### src/rtl/rv32_mc_sequencer.sv
// rv32_mc_sequencer: multi-cycle control FSM for the ROC RV32 core.
// Owns PC/IR/ALUOut, imem and LSU handshakes, traps, halt and instret.
module rv32_mc_sequencer #(
  parameter int unsigned ADDR_WIDTH_I = 10,
  parameter logic [31:0] RESET_VECTOR = 32'h0000_0000,
  parameter logic [31:0] TRAP_VECTOR  = 32'h0000_0100,
  parameter int unsigned MEM_TIMEOUT  = 0,
  parameter int unsigned CNT_WIDTH    = 32
) (
  input  logic                    clk,
  input  logic                    rst_n,
  output logic                    imem_req_valid,
  input  logic                    imem_req_ready,
  output logic [ADDR_WIDTH_I-1:0] imem_addr,
  input  logic                    imem_rsp_valid,
  input  logic [31:0]             imem_rsp_data,
  output logic [31:0]             ir,
  output logic [31:0]             pc_ir,
  input  logic [31:0]             alu_result,
  output logic [31:0]             alu_out,
  input  logic                    branch_cond,
  input  logic [31:0]             target_addr,
  output logic                    rready_cpu,
  input  logic                    rvalid_cpu,
  output logic                    wvalid_cpu,
  input  logic                    wready_cpu,
  output logic                    reg_we,
  output logic [1:0]              wb_sel,
  output logic [2:0]              cpu_state,
  output logic                    trap_valid,
  output logic [3:0]              trap_cause,
  output logic [31:0]             trap_pc,
  output logic [31:0]             trap_tval,
  output logic                    halted,
  input  logic                    resume,
  output logic [CNT_WIDTH-1:0]    instret
);

  typedef enum logic [2:0] {
    S_FETCH  = 3'd0,
    S_DECODE = 3'd1,
    S_EXEC   = 3'd2,
    S_MEM    = 3'd3,
    S_WB     = 3'd4,
    S_TRAP   = 3'd5,
    S_HALT   = 3'd6
  } state_t;

  localparam logic [6:0] OPC_LUI   = 7'b0110111;
  localparam logic [6:0] OPC_AUIPC = 7'b0010111;
  localparam logic [6:0] OPC_JAL   = 7'b1101111;
  localparam logic [6:0] OPC_JALR  = 7'b1100111;
  localparam logic [6:0] OPC_BR    = 7'b1100011;
  localparam logic [6:0] OPC_LOAD  = 7'b0000011;
  localparam logic [6:0] OPC_STORE = 7'b0100011;
  localparam logic [6:0] OPC_OPIMM = 7'b0010011;
  localparam logic [6:0] OPC_OP    = 7'b0110011;
  localparam logic [6:0] OPC_FENCE = 7'b0001111;
  localparam logic [6:0] OPC_SYS   = 7'b1110011;

  state_t      state;
  logic [31:0] pc;
  logic [31:0] next_pc;
  logic [31:0] mem_cnt;

  logic op_lui, op_auipc, op_jal, op_jalr, op_br;
  logic op_load, op_store, op_opimm, op_op, op_fence, op_sys;
  logic illegal, taken, jump_mis, mem_op, mem_mis;
  logic wb_we, mem_hs, mem_tmo;
  logic [1:0] wb_sel_d;

  assign cpu_state = state;
  assign imem_addr = pc[ADDR_WIDTH_I+1:2];

  assign op_lui   = ir[6:0] == OPC_LUI;
  assign op_auipc = ir[6:0] == OPC_AUIPC;
  assign op_jal   = ir[6:0] == OPC_JAL;
  assign op_jalr  = ir[6:0] == OPC_JALR;
  assign op_br    = ir[6:0] == OPC_BR;
  assign op_load  = ir[6:0] == OPC_LOAD;
  assign op_store = ir[6:0] == OPC_STORE;
  assign op_opimm = ir[6:0] == OPC_OPIMM;
  assign op_op    = ir[6:0] == OPC_OP;
  assign op_fence = ir[6:0] == OPC_FENCE;
  assign op_sys   = ir[6:0] == OPC_SYS;

  // every known opcode ends in 2'b11, so this also rejects compressed words
  assign illegal = !(op_lui | op_auipc | op_jal | op_jalr | op_br |
                     op_load | op_store | op_opimm | op_op |
                     op_fence | op_sys);

  assign taken    = op_jal | op_jalr | (op_br & branch_cond);
  assign jump_mis = taken & (target_addr[1:0] != 2'b00);
  assign mem_op   = op_load | op_store;
  assign mem_mis  = (ir[13:12] == 2'b01 && alu_result[0]) ||
                    (ir[13:12] == 2'b10 && alu_result[1:0] != 2'b00);

  assign wb_we  = op_lui | op_auipc | op_jal | op_jalr |
                  op_op | op_opimm | op_load;
  assign mem_hs = (rready_cpu & rvalid_cpu) | (wvalid_cpu & wready_cpu);
  assign mem_tmo = (MEM_TIMEOUT != 0) &&
                   (mem_cnt == 32'(MEM_TIMEOUT - 1));

  always_comb begin
    wb_sel_d = 2'b00;
    unique case (1'b1)
      op_load:          wb_sel_d = 2'b01;
      op_jal | op_jalr: wb_sel_d = 2'b10;
      op_lui:           wb_sel_d = 2'b11;
      default:          wb_sel_d = 2'b00;
    endcase
  end

  always_ff @(posedge clk or negedge rst_n) begin
    if (!rst_n) begin
      state          <= S_FETCH;
      pc             <= RESET_VECTOR;
      next_pc        <= 32'd0;
      mem_cnt        <= 32'd0;
      ir             <= 32'd0;
      pc_ir          <= 32'd0;
      alu_out        <= 32'd0;
      imem_req_valid <= 1'b0;
      rready_cpu     <= 1'b0;
      wvalid_cpu     <= 1'b0;
      reg_we         <= 1'b0;
      wb_sel         <= 2'b00;
      trap_valid     <= 1'b0;
      trap_cause     <= 4'd0;
      trap_pc        <= 32'd0;
      trap_tval      <= 32'd0;
      halted         <= 1'b0;
      instret        <= '0;
    end else begin
      unique case (state)
        S_FETCH: begin
          if (imem_req_valid && imem_req_ready) begin
            imem_req_valid <= 1'b0;
            state          <= S_DECODE;
          end else begin
            imem_req_valid <= 1'b1;
          end
        end
        S_DECODE: begin
          if (imem_rsp_valid) begin
            ir    <= imem_rsp_data;
            pc_ir <= pc;
            state <= S_EXEC;
          end
        end
        S_EXEC: begin
          alu_out <= alu_result;
          next_pc <= taken ? target_addr : pc_ir + 32'd4;
          unique case (1'b1)
            illegal: begin
              trap_valid <= 1'b1;
              trap_cause <= 4'd2;
              trap_tval  <= ir;
              trap_pc    <= pc_ir;
              state      <= S_TRAP;
            end
            jump_mis: begin
              trap_valid <= 1'b1;
              trap_cause <= 4'd0;
              trap_tval  <= target_addr;
              trap_pc    <= pc_ir;
              state      <= S_TRAP;
            end
            mem_op: begin
              if (mem_mis) begin
                trap_valid <= 1'b1;
                trap_cause <= op_load ? 4'd4 : 4'd6;
                trap_tval  <= alu_result;
                trap_pc    <= pc_ir;
                state      <= S_TRAP;
              end else begin
                rready_cpu <= op_load;
                wvalid_cpu <= op_store;
                mem_cnt    <= 32'd0;
                state      <= S_MEM;
              end
            end
            op_sys: begin
              if (ir[31:20] == 12'd1) begin
                halted <= 1'b1;
                state  <= S_HALT;
              end else begin
                trap_valid <= 1'b1;
                trap_cause <= (ir[31:20] == 12'd0) ? 4'd11 : 4'd2;
                trap_tval  <= (ir[31:20] == 12'd0) ? 32'd0 : ir;
                trap_pc    <= pc_ir;
                state      <= S_TRAP;
              end
            end
            default: begin
              reg_we <= wb_we;
              wb_sel <= wb_sel_d;
              state  <= S_WB;
            end
          endcase
        end
        S_MEM: begin
          if (mem_hs) begin
            rready_cpu <= 1'b0;
            wvalid_cpu <= 1'b0;
            reg_we     <= wb_we;
            wb_sel     <= wb_sel_d;
            state      <= S_WB;
          end else if (mem_tmo) begin
            rready_cpu <= 1'b0;
            wvalid_cpu <= 1'b0;
            trap_valid <= 1'b1;
            trap_cause <= op_load ? 4'd5 : 4'd7;
            trap_tval  <= alu_out;
            trap_pc    <= pc_ir;
            state      <= S_TRAP;
          end else begin
            mem_cnt <= mem_cnt + 32'd1;
          end
        end
        S_WB: begin
          reg_we  <= 1'b0;
          pc      <= next_pc;
          instret <= instret + CNT_WIDTH'(1);
          state   <= S_FETCH;
        end
        S_TRAP: begin
          trap_valid <= 1'b0;
          pc         <= TRAP_VECTOR;
          state      <= S_FETCH;
        end
        S_HALT: begin
          if (resume) begin
            halted  <= 1'b0;
            pc      <= pc_ir + 32'd4;
            instret <= instret + CNT_WIDTH'(1);
            state   <= S_FETCH;
          end
        end
        default: state <= S_FETCH;
      endcase
    end
  end

endmodule
### config.mk
export PLATFORM = sky130hd
export DESIGN_NAME = rv32_mc_sequencer
export DESIGN_NICKNAME = d
export VERILOG_FILES = /design/src/rtl/rv32_mc_sequencer.sv
export SDC_FILE = /design/constraint.sdc
export NUM_CORES = 1
export LEC_CHECK = 0
export ABC_CLOCK_PERIOD_IN_PS = 2020
export CORE_MARGIN = 2
export CORE_UTILIZATION = 44
export DETAILED_ROUTE_END_ITERATION = 8
export PLACE_DENSITY = 0.76
export SYNTH_ARGS = -nofsm -noshare
export SYNTH_HDL_FRONTEND = slang
export SYNTH_SLANG_ARGS = --single-unit
### constraint.sdc
create_clock -name clk -period 2.02 [get_ports clk]
set_input_delay 0.202 -clock clk [delete_from_list [all_inputs] [get_ports clk]]
set_output_delay 0.202 -clock clk [all_outputs]
set_load 0.01 [all_outputs]
==> flow_summary.ini, run 1 <==
[route]
wl_per_cell_um = 21.46
antenna_left = 0
wl_met3_um = 3066
wl_met1_um = 17270
wl_met2_um = 20400
drc = 1
first_iter_violations = 1010
wl_um = 42830
highest_layer = met5
vias = 11110
via_per_inst = 5.567
first_pass_iters = 9

[global_routing]
antenna_found_initial = 1
grt_pass1_wl_um = 63380
grt_max_degree = 66
grt_remaining_overflow = 0
grtUsageTotal = 0.2830
first_global_vias = 10890

[placed_design]
dp.cells = 1899
dp_hpwl_um = 28710
port_buffers = 320
pre_cts_ws_ns = -0.4667
gp_congestion = 0.9158

[sta]
setup_viol_count_final = 70
maxSlewViolCount = 0
tightest_slew_ns = 0.5169
skew_ns = 0.02078
post-route-period-util = 1.123
hold_violations = 0
relSlewSlack = 0.6543
hold_slack_ns = 0.1522
clock.fmax_mhz = 441.0
post-route-min-period_ns = 2.268
rsz0062_at_grt = true
fin_ws_ns = -0.2478

[pwr]
irDropWorstVdd_mv = 1.065
p_per_area_nw_per_um2 = 1557
p_clk_frac = 0.195
combPwrFrac = 0.489
p_int_mw = 18.93
switching_share = 0.3565
switching_power_mw = 10.49
seqPwrFrac = 0.316
p_leak_nw = 8.492

[floorplan]
initial_core_util = 0.4500
die_h_um = 170.5
die_w_um = 170.5
fp.coreArea_um2 = 27100
die_area_um2 = 29070
num_rows = 60
pin_count = 321

[clock_tree]
clkTransAtPathRegs_ns = 0.06
cts_inserted_buffers = 29
htree_levels = 1
clockRootBuffer = clkbuf_16
cts_tree = built
cts_buffer_depth = 3
clock-sinks = 270
worstSkewPairLatency_ns = 0.55

[yosys]
seq_area_frac_synth = 0.5540
synthCells = 1150
synth.avg_cell_area_um2 = 10.60
syn_area_um2 = 12200
async_reset_ff_frac = 1.000
yosysTopAreaCell = dfrtp_1
synth_edf_count = 0
synth.distinct_cells = 61
synth_ff_type = dfrtp_1
synth.top_cell.area_share = 0.5540
syn_nets = 1256
yosys_warnings = 0
ys_ff_latch = 270
synth_area_leaders = dfrtp_1 55%, mux2_2 7.7%, nand2_1 6.6%

[worst_setup_path]
required_ns = 2.44
worstSetupPathType = flip-flop to flip-flop
r2r_cells = 8
crit_path_end_kind = flip-flop
arrival_ns = 2.69
cp_max_fo = 17
start_kind = flip-flop

[final_layout]
final_common_cell = clkdlybuf4s50_1
area_delta_synth_final_pct = 54.92
diodes = 0
fin_cells = 1996
nets = 1709
layout_common_cells = 317 x clkdlybuf4s50_1, 265 x dfrtp_1, 178 x nand2_1
drive_gt1_frac = 0.2623
fill_cells = 1931

[worst_hold_path]
hold_path_class = input port to asynchronous set/reset pin

[run_status]
violations = design-rule violations, negative setup slack
status = finished with violations

[run]
cap_violations = 0
==> power groups by stage <==
stage / Clock [mW] / Sequential, mW / Combinational, mW
after floorplan: 0 / 9.70 / 5.07
after global placement: 0 / 9.02 / 12.2
after detailed placement: 0 / 9.12 / 12.4
after CTS: 5.81 / 9.12 / 13.5
after global routing: 6.04 / 9.54 / 15.4
final: 5.74 / 9.30 / 14.4
==> layout make-up <==
| class | count | area (um2) | area share |
|---|---|---|---|
| inverters | 14 | 52.55 | 0.002781 |
| well taps | 372 | 465.4 | 0.02464 |
| repair buffers | 499 | 5060 | 0.2678 |
| multi-input cells | 789 | 5525 | 0.2925 |
| flip-flops and latches | 270 | 6763 | 0.3579 |
| clock inverters | 9 | 178.9 | 0.009470 |
| clock buffers | 43 | 848.3 | 0.04490 |
==> repair_timing <==
action                                  CTS  global route
gates resized for setup                  78           123
pin swaps                                24            65
cloned                                    8             6
endpoints found under the hold margin   270             0
buffers inserted                         22            13
hold buffers                              1             0
endpoints found under the setup margin   75           162
==> metal layers <==
layer,up-vias,global-route usage
met4,2,0.1163
met3,142,0.05000
met5,-,0
met2,507,0.4555
li1,4985,-
met1,5475,0.3802
==> synthesized netlist by cell type, types with 8 or more instances <==
library cell	n
xnor2_1	39
nand3_1	28
buf_4	12
buf_2	17
a222oi_1	22
and3_1	13
nor2_1	45
buf_6	9
dfrtp_1	270
xor2_1	22
a21o_1	14
nor3_1	20
a22o_1	8
clkbuf_1	38
a21oi_1	33
o21ai_0	100
mux2_2	83
nand4_1	9
o21ai_1	18
nor4_1	8
a22oi_1	27
inv_1	13
nand2_1	215
==> critical path, stage by stage, from the launching register on <==
cell and delay [ns]:
dfrtp_2 0.47, buf_6 0.14, and4bb_1 0.28, a31oi_1 0.06, o21a_1 0.24, o311ai_4 0.27
buf_6 0.17, buf_12 0.15, mux2_2 0.35
==> kinds of logic (layout without fill, tap and decap cells) <==
logic type | Yosys count | after routing | share of synthesized area
adders and majority gates | 2 | 2 | 0.002052
DFF | 270 | 270 | 0.5540
xor gates and xnor gates | 61 | 61 | 0.04381
and+or+nand+nor | 377 | 379 | 0.1413
AOI/OAI and AO/OA | 252 | 252 | 0.1319
muxes | 95 | 95 | 0.08721
buffers and inverters | 93 | 565 | 0.03970
==> flip-flops by register name, summed over array words and instances, names as in the netlist <==
name and flops:
alu_out 32, cpu_state 3, halted 1, imem_req_valid 1, instret 32, ir 32
next_pc 32, pc 32, pc_ir 32, reg_we 1, rready_cpu 1, trap_cause 3
trap_pc 32, trap_tval 32, trap_valid 1, wb_sel 2, wvalid_cpu 1
==> final timing paths <==
check                      slack [ns]            from          end
min reg2reg                      0.48          pc[12]       pc[12]
max reg2reg                     -0.25           ir[6]  trap_pc[24]
min in group clk                 0.22  alu_result[11]  alu_out[11]
min                              0.15           rst_n  next_pc[29]
max in group asynchronous        1.15           rst_n   instret[4]
max                             -0.25           ir[6]  trap_pc[24]
==> stage by stage <==
stage	power, mW	area [um2]	utilization	TNS [ns]
2_1_floorplan	14.77	12230	-	-1.196
3_3_place_gp	21.18	16660	0.6146	-31.69
3_5_place_dp	21.52	16660	0.6146	-39.48
4_1_cts	28.39	18320	0.6759	-10.20
5_1_grt	30.96	18890	0.6971	-17.83
6_report	29.42	18890	0.6971	-12.54
Note: power is estimated with default switching activity, not from simulation.
==> run 2: changes to the inputs <==
Settings changed: GPL_TIMING_DRIVEN from default to 0.
==> flow_summary.ini, run 2 (synthesized netlist as in run 1, its figures left out) <==
[worst_setup_path]
worstSetupPathType = flip-flop to flip-flop
cpLargestDelayFamily = simple AND/OR/NAND/NOR gates
max_stage_delay_ns = 0.57
regToRegSetupSlack_ns = -0.22
cpMostUsedCell = buf_12
cp_max_fo = 7
r2r_cells = 6
crit_slowest_cell = or4b_4
r2r_end = trap_cause[2]
worstPathCellList = or4b_4 -> o31a_1 -> o311ai_4 -> buf_12 -> buf_12 -> mux2_4
timing.rr.start = ir[22]
crit_path_end_kind = flip-flop
arrival_ns = 2.67
timing.critical_path.buf_inv = 2
start_kind = flip-flop
required_ns = 2.45

[sta]
hold_violations = 0
setup_viol_count_final = 69
post-route-period-util = 1.107
rsz0062_at_grt = true
fin_ws_ns = -0.2158
skew_ns = 0.02626
maxSlewViolCount = 0
post-route-min-period_ns = 2.236
relSlewSlack = 0.5406
clock.fmax_mhz = 447.3
tightest_slew_ns = 0.6890

[run_status]
violations = negative setup slack
status = finished with violations

[clock_tree]
clockRootBuffer = clkbuf_16
htree_levels = 1
cts_buffer_depth = 3
cts_inserted_buffers = 29
cts_tree = built
worstSkewPairLatency_ns = 0.57
clock-sinks = 270
clkTransAtPathRegs_ns = 0.06

[global_routing]
grt_max_degree = 97
grt_remaining_overflow = 0
grtUsageTotal = 0.2934
grt_pass1_wl_um = 65020
first_global_vias = 10900
antenna_found_initial = 3

[route]
vias = 11070
antenna_left = 0
drc = 0
wl_met3_um = 3771
first_iter_violations = 1254
via_per_inst = 5.651
wl_met1_um = 17440
wl_um = 43750
first_pass_iters = 8
highest_layer = met4
wl_per_cell_um = 22.34
wl_met2_um = 20830

[worst_hold_path]
holdPathEnd = alu_out[16]
hold_start = alu_result[16]
hold_path_class = input port to flip-flop
whs_path_depth = 3

[pwr]
irDropWorstVdd_mv = 0.9501
p_per_area_nw_per_um2 = 1536
total_power_mw = 28.21
p_leak_nw = 8.209

[run]
cap_violations = 0

[final_layout]
fin_util = 0.6775
fin_cells = 1958
drive_gt1_frac = 0.2536
nets = 1665
layout_common_cells = 319 x clkdlybuf4s50_1, 247 x dfrtp_1, 177 x nand2_1
final_common_cell = clkdlybuf4s50_1
area_delta_synth_final_pct = 50.56

[placed_design]
port_buffers = 320
dp.cells = 1844
gp_congestion = 0.9204
pre_cts_ws_ns = -0.9055
dp_hpwl_um = 30490

[floorplan]
initial_core_util = 0.4500
die_w_um = 170.5
num_rows = 60
fp.coreArea_um2 = 27100
die_area_um2 = 29070
pin_count = 321
die_h_um = 170.5
[run 2: cell count changes in the layout (fill, tap and decap cells not counted), moves of 7 or more]
cell	before	now
buf_12	20	11
clkbuf_4	0	8
dfrtp_2	5	23
clkinv_2	1	8
mux2_4	14	29
mux2_2	74	59
clkbuf_2	0	15
buf_2	0	7
o21ai_2	27	16
o21ai_1	14	27
buf_4	130	58
dfrtp_1	265	247
clkbuf_1	7	17
[run 2: layer usage]
metal  track usage  vias to the layer above
met2        0.4684                      589
met3       0.06930                      108
met1        0.3854                     5467
li1              -                     4901
met5             0                        -
met4        0.1219                        0
[run 2: per-stage QoR]
step / hold WS (ns) / cell area [um2] / setup TNS (ns)
6_report: 0.1931 / 18360 / -10.11
5_1_grt: 0.2079 / 18350 / -15.54
4_1_cts: 0.1848 / 17840 / -11.26
3_5_place_dp: 0.2546 / 15950 / -125.17
3_3_place_gp: 0.4558 / 15890 / -3045.05
2_1_floorplan: -0.09359 / 12230 / -1.196
[run 2: tightest hold or removal path, delay by kind of cell]
kind                   cells  cell delay, ns
buffers and inverters      1            0.42
AND/OR/NAND/NOR            2            0.10
[run 2: repair_timing]
item                                   4_1_cts  5_1_grt
buffers inserted                            34       22
endpoints found under the hold margin       83        0
setup endpoints to repair                  249      249
hold buffers                                 1        0
pin swaps                                   44       30
resized for setup                          184      137
gates cloned                                 7        1
[run 2: worst max-delay path by stage]
| stage | cells after the start | endpoint | startpoint |
|---|---|---|---|
| 2_1_floorplan | 7 | trap_pc[0] | ir[6] |
| 3_3_place_gp | 1 | trap_pc[8] | rst_n |
| 3_5_place_dp | 7 | ir[16] | rvalid_cpu |
| 4_1_cts | 8 | trap_pc[24] | ir[3] |
| 5_1_grt | 8 | trap_cause[2] | ir[6] |
| 6_report | 6 | trap_cause[2] | ir[22] |
[run 2: power by group]
group	switching [mW]	internal [mW]
registers	2.05	7.60
clock network	2.22	2.83
logic	6.33	7.18
[run 2: area by class of cell]
| type | count | area, um2 |
|---|---|---|
| fill | 2000 | 8740 |
| sequential | 270 | 6785 |
| multi-input combinational | 787 | 5660 |
| timing repair buffer | 384 | 3869 |
| clock buffer | 42 | 824.5 |
| buffer | 73 | 623.1 |
| tap | 372 | 465.4 |
| clock inverter | 11 | 65.06 |
| inverter | 14 | 56.30 |
| antenna | 5 | 12.51 |
